File: config.mk
export PLATFORM = sky130hd
export DESIGN_NAME = vxe_intu
export DESIGN_NICKNAME = d
export VERILOG_FILES = /design/src/rtl/vxe_intu.sv
export SDC_FILE = /design/constraint.sdc
export NUM_CORES = 1
export LEC_CHECK = 0
export ABC_AREA = 1
export CAP_MARGIN = 20
export CORE_UTILIZATION = 29
export CTS_BUF_LIST = sky130_fd_sc_hd__clkbuf_16
export CTS_CLUSTER_SIZE = 40
export DETAILED_ROUTE_END_ITERATION = 8
export GPL_TIMING_DRIVEN = 0
export PLACE_DENSITY = 0.7
export SYNTH_ARGS = -nofsm -noshare
export SYNTH_HDL_FRONTEND = slang
export SYNTH_SLANG_ARGS = --single-unit
File: constraint.sdc
create_clock -name clk -period 0.8 [get_ports clk]
set_input_delay 0.24 -clock clk [delete_from_list [all_inputs] [get_ports clk]]
set_output_delay 0.24 -clock clk [all_outputs]
set_load 0.03 [all_outputs]
File: src/rtl/vxe_intu.sv
// Interrupt unit: latches per-source event pulses into raw/overrun status,
// applies the enable mask and drives a level interrupt to the host.
module vxe_intu #(
    parameter int NSRC = 4
) (
    input  logic            clk,
    input  logic            nrst,
    input  logic [NSRC-1:0] i_event,
    input  logic [NSRC-1:0] i_intu_msk,
    input  logic            i_intu_ack_vld,
    input  logic [NSRC-1:0] i_intu_ack,
    output logic [NSRC-1:0] o_intu_raw,
    output logic [NSRC-1:0] o_intu_act,
    output logic [NSRC-1:0] o_intu_ovf,
    output logic            o_intr
);

    logic [NSRC-1:0] clr;
    logic [NSRC-1:0] raw_nxt;
    logic [NSRC-1:0] ovf_nxt;
    logic [NSRC-1:0] act_nxt;

    logic [NSRC-1:0] raw_p0;
    logic [NSRC-1:0] ovf_p0;
    logic [NSRC-1:0] act_p0;
    logic            intr_p0;

    // An event on the same edge as its ack wins, so a fresh event is never lost.
    always_comb begin
        clr     = i_intu_ack_vld ? i_intu_ack : '0;
        raw_nxt = (raw_p0 & ~clr) | i_event;
        ovf_nxt = (ovf_p0 & ~clr) | (i_event & raw_p0 & ~clr);
        act_nxt = raw_nxt & i_intu_msk;
    end

    // Stage p0: all outputs registered, no input-to-output combinational path
    always_ff @(posedge clk or negedge nrst) begin
        if (!nrst) begin
            raw_p0  <= '0;
            ovf_p0  <= '0;
            act_p0  <= '0;
            intr_p0 <= 1'b0;
        end else begin
            raw_p0  <= raw_nxt;
            ovf_p0  <= ovf_nxt;
            act_p0  <= act_nxt;
            intr_p0 <= |act_nxt;
        end
    end

    assign o_intu_raw = raw_p0;
    assign o_intu_act = act_p0;
    assign o_intu_ovf = ovf_p0;
    assign o_intr     = intr_p0;

endmodule

==> out/metrics.yaml <==
run_status:
  status: "finished, violations left"
  violations: "setup timing"
critical_path:
  critPathSlowestCell: "dfrtp_2"
  critPathCaptureType: "output pin"
  reg2reg_from: "o_intu_raw[1]$_DFF_PN0_"
  path_buf_inv: 1
  rr_endpoint: "o_intr$_DFF_PN0_"
  max_stage_delay_ns: 0.41
  cp-start-kind: "flip-flop"
  r2r_slack_ns: -0.19
  critPathKind: "reg2out"
  critPathTopFamily: "flip-flops"
  cp_cell_sequence: "buf_6"
  cp_max_fo: 2
  r2r_cells: 7
  crit_arrival_ns: 0.79
  required_ns: 0.56
clocking:
  insertion_delay_ns: 0.24
  ctsHoldBuffers: 0
  cts.sinks: 13
  cts_max_level: 1
  cts_root_buf: "clkbuf_16"
  cts_made_buffers: 3
  cts.clk_slew.worst_paths_ns: 0.04
  cts_buffer_depth: 2
  cts_tree: "yes"
pwr:
  powerDensity_nw_per_um2: 2080
  vdd_drop_max_v: 0.000933
  intPower_uw: 1640
  total_power_uw: 2180
  p_sw_frac: 0.250
  combPwrFrac: 0.237
  pwr-share-seq: 0.347
  p_switching_uw: 545
  leakagePower_uw: 0.000519
  clock_power_share: 0.415
die:
  fp-row-count: 15
  die_x_microns: 44.8
  coreArea_sq_um: 1730
  num_io_pins: 28
  initial_core_util: 0.307
  die-height_microns: 44.8
  die_area_sq_um: 2000
timing:
  drv_slew: 0
  worst_pin_slew_ns: 0.586
  rsz0062_at_grt: "yes"
  fin_crit_ns: 1.03
  setup_viol: 23
  tns_ns: -3.46
  worst_slack_ns: -0.232
  slew_headroom: 0.609
  hold_viol: 0
  fin_crit_sh: 1.29
  fmax_mhz: 969
  skew_ns: 0.00133
global_route:
  use_met1: 0.152
  track_usage: 0.135
  first_global_vias: 462
  use_met3: 0.0480
  gr-total-overflow: 0
  globalRoute.busiestLayer: "met2"
  grt_start_max_net_pins: 14
  antenna_found_initial: 0
  met2_usage: 0.232
  grt_pass1_wl_mm: 1.88
yosys:
  synth.largest_area_cell: "dfrtp_1"
  syn_area_per_cell_sq_um: 10.4
  synth_edf_count: 0
  synthArstFlopShare: 1.00
  synth_commonest_cells: "nand2_2, dfrtp_1, inv_1, a21oi_1, nand2_1"
  yosys-top-cells-area: "dfrtp_1, nand2_2, a21oi_1"
  yosysWarnings: 0
  yosysMostFrequentCell: "nand2_2"
  synth_top_area_share: 0.613
  synth.net_count: 66
  ys_seq_area_frac: 0.613
  syn-cell-area_sq_um: 531
  synth_seq_cells: 13
  syn_inst: 51
  synth_cell_types: 7
  synth_top_flop_cell: "dfrtp_1"
routing:
  vias_per_cell: 4.02
  vias: 466
  wl_per_cell_microns: 10.4
  drc: 0
  initialDrtViolationCount: 2
  drtPass1Iterations: 2
  detail-route-antenna-nets: 0
  routed_wl_mm: 1.20
cells_and_area:
  ff_latch_area_sq_um: 330
  area_growth_pct: 97.2
  drive_gt1_frac: 0.604
  fillers: 159
  diodes: 0
  num-nets-final: 107
  multi_input_area_sq_um: 185
placed_design:
  portBuffers: 26
  gp_congestion: 0.632
  place_hpwl_microns: 757
hold_path:
  min_path_type: "in2async"
job:
  drv_cap: 0
## per-layer routing
layer	up-vias	wire length (microns)	share of wire
li1	233	-	-
met1	208	499	0.42
met5	-	0	0
met2	23	583	0.49
met3	2	104	0.087
met4	0	14	0.012
## registers in the layout, indices dropped and copies added (netlist names)
register and flops:
o_intu_act 4, o_intu_ovf 4, o_intu_raw 4, o_intr 1
## power groups by stage
stage | clock [uW] | combinational [uW] | sequential, uW
2_1_floorplan | 0 | 95.0 | 867
3_3_place_gp | 0 | 413 | 755
3_5_place_dp | 0 | 417 | 755
4_1_cts | 926 | 472 | 753
5_1_grt | 973 | 555 | 762
6_report | 906 | 517 | 758
## cells by family (layout without fill, tap and decap cells)
group           after synthesis  in the layout  share of synthesized area
simple gates                 19             19                      0.219
flops                        13             13                      0.613
buf+inv                      11             51                     0.0920
compound gates                8              8                     0.0755
## stage by stage
stage | area [sq um] | setup WS, ns | cells | hold slack, ns | utilization
floorplan | 536 | -0.0819 | 51 | -0.0556 | -
global placement | 827 | -0.475 | 102 | 0.469 | 0.479
detailed placement | 827 | -0.469 | 102 | 0.474 | 0.479
CTS | 983 | -0.229 | 113 | 0.131 | 0.570
global route | 1050 | -0.249 | 116 | 0.155 | 0.606
finish | 1050 | -0.232 | 116 | 0.113 | 0.606
## worst register-to-register path, delay by kind of cell, from the launching register on
family | cells | cell delay [ns]
simple gates | 5 | 0.29
buf+inv | 2 | 0.18
flops | 1 | 0.41
## worst max path at each step
| stage | from | end | slack (ns) | cells past startpoint |
|---|---|---|---|---|
| 4_1_cts | o_intu_raw[3]$_DFF_PN0_ | o_intu_raw[3] | -0.23 | 1 |
| 5_1_grt | o_intu_raw[3]$_DFF_PN0_ | o_intu_raw[3] | -0.25 | 1 |
| 2_1_floorplan | o_intu_raw[1]$_DFF_PN0_ | o_intr$_DFF_PN0_ | -0.08 | 6 |
| 3_3_place_gp | o_intu_raw[3]$_DFF_PN0_ | o_intu_raw[3] | -0.47 | 1 |
| 6_report | o_intu_raw[2]$_DFF_PN0_ | o_intu_raw[2] | -0.23 | 1 |
| 3_5_place_dp | o_intu_raw[1]$_DFF_PN0_ | o_intu_raw[1] | -0.47 | 1 |
## cells in the final DEF, fill, tap and decap left out, drive strengths merged
master and instances:
nand2 19, buf 24, clkdlybuf4s50 8, dfrtp 13, inv 11, dlygate4sd2 5, a21oi 8, clkbuf 3
## timing repair
action / in CTS / in global routing
resized for setup: 101 / 13
pin swaps: 2 / 8
hold endpoints to repair: 0 / 0
setup buffers: 7 / 4
setup endpoints to repair: 32 / 25
## cell type report
cell class | count | area share
clock inverter | 1 | 0.00359
multi-input combinational | 27 | 0.177
tap | 25 | 0.0299
sequential | 13 | 0.316
timing repair buffer | 36 | 0.355
clock buffer | 3 | 0.0718
inverter | 10 | 0.0359
buffer | 1 | 0.0108
Note: power is estimated with default switching activity, not from simulation.
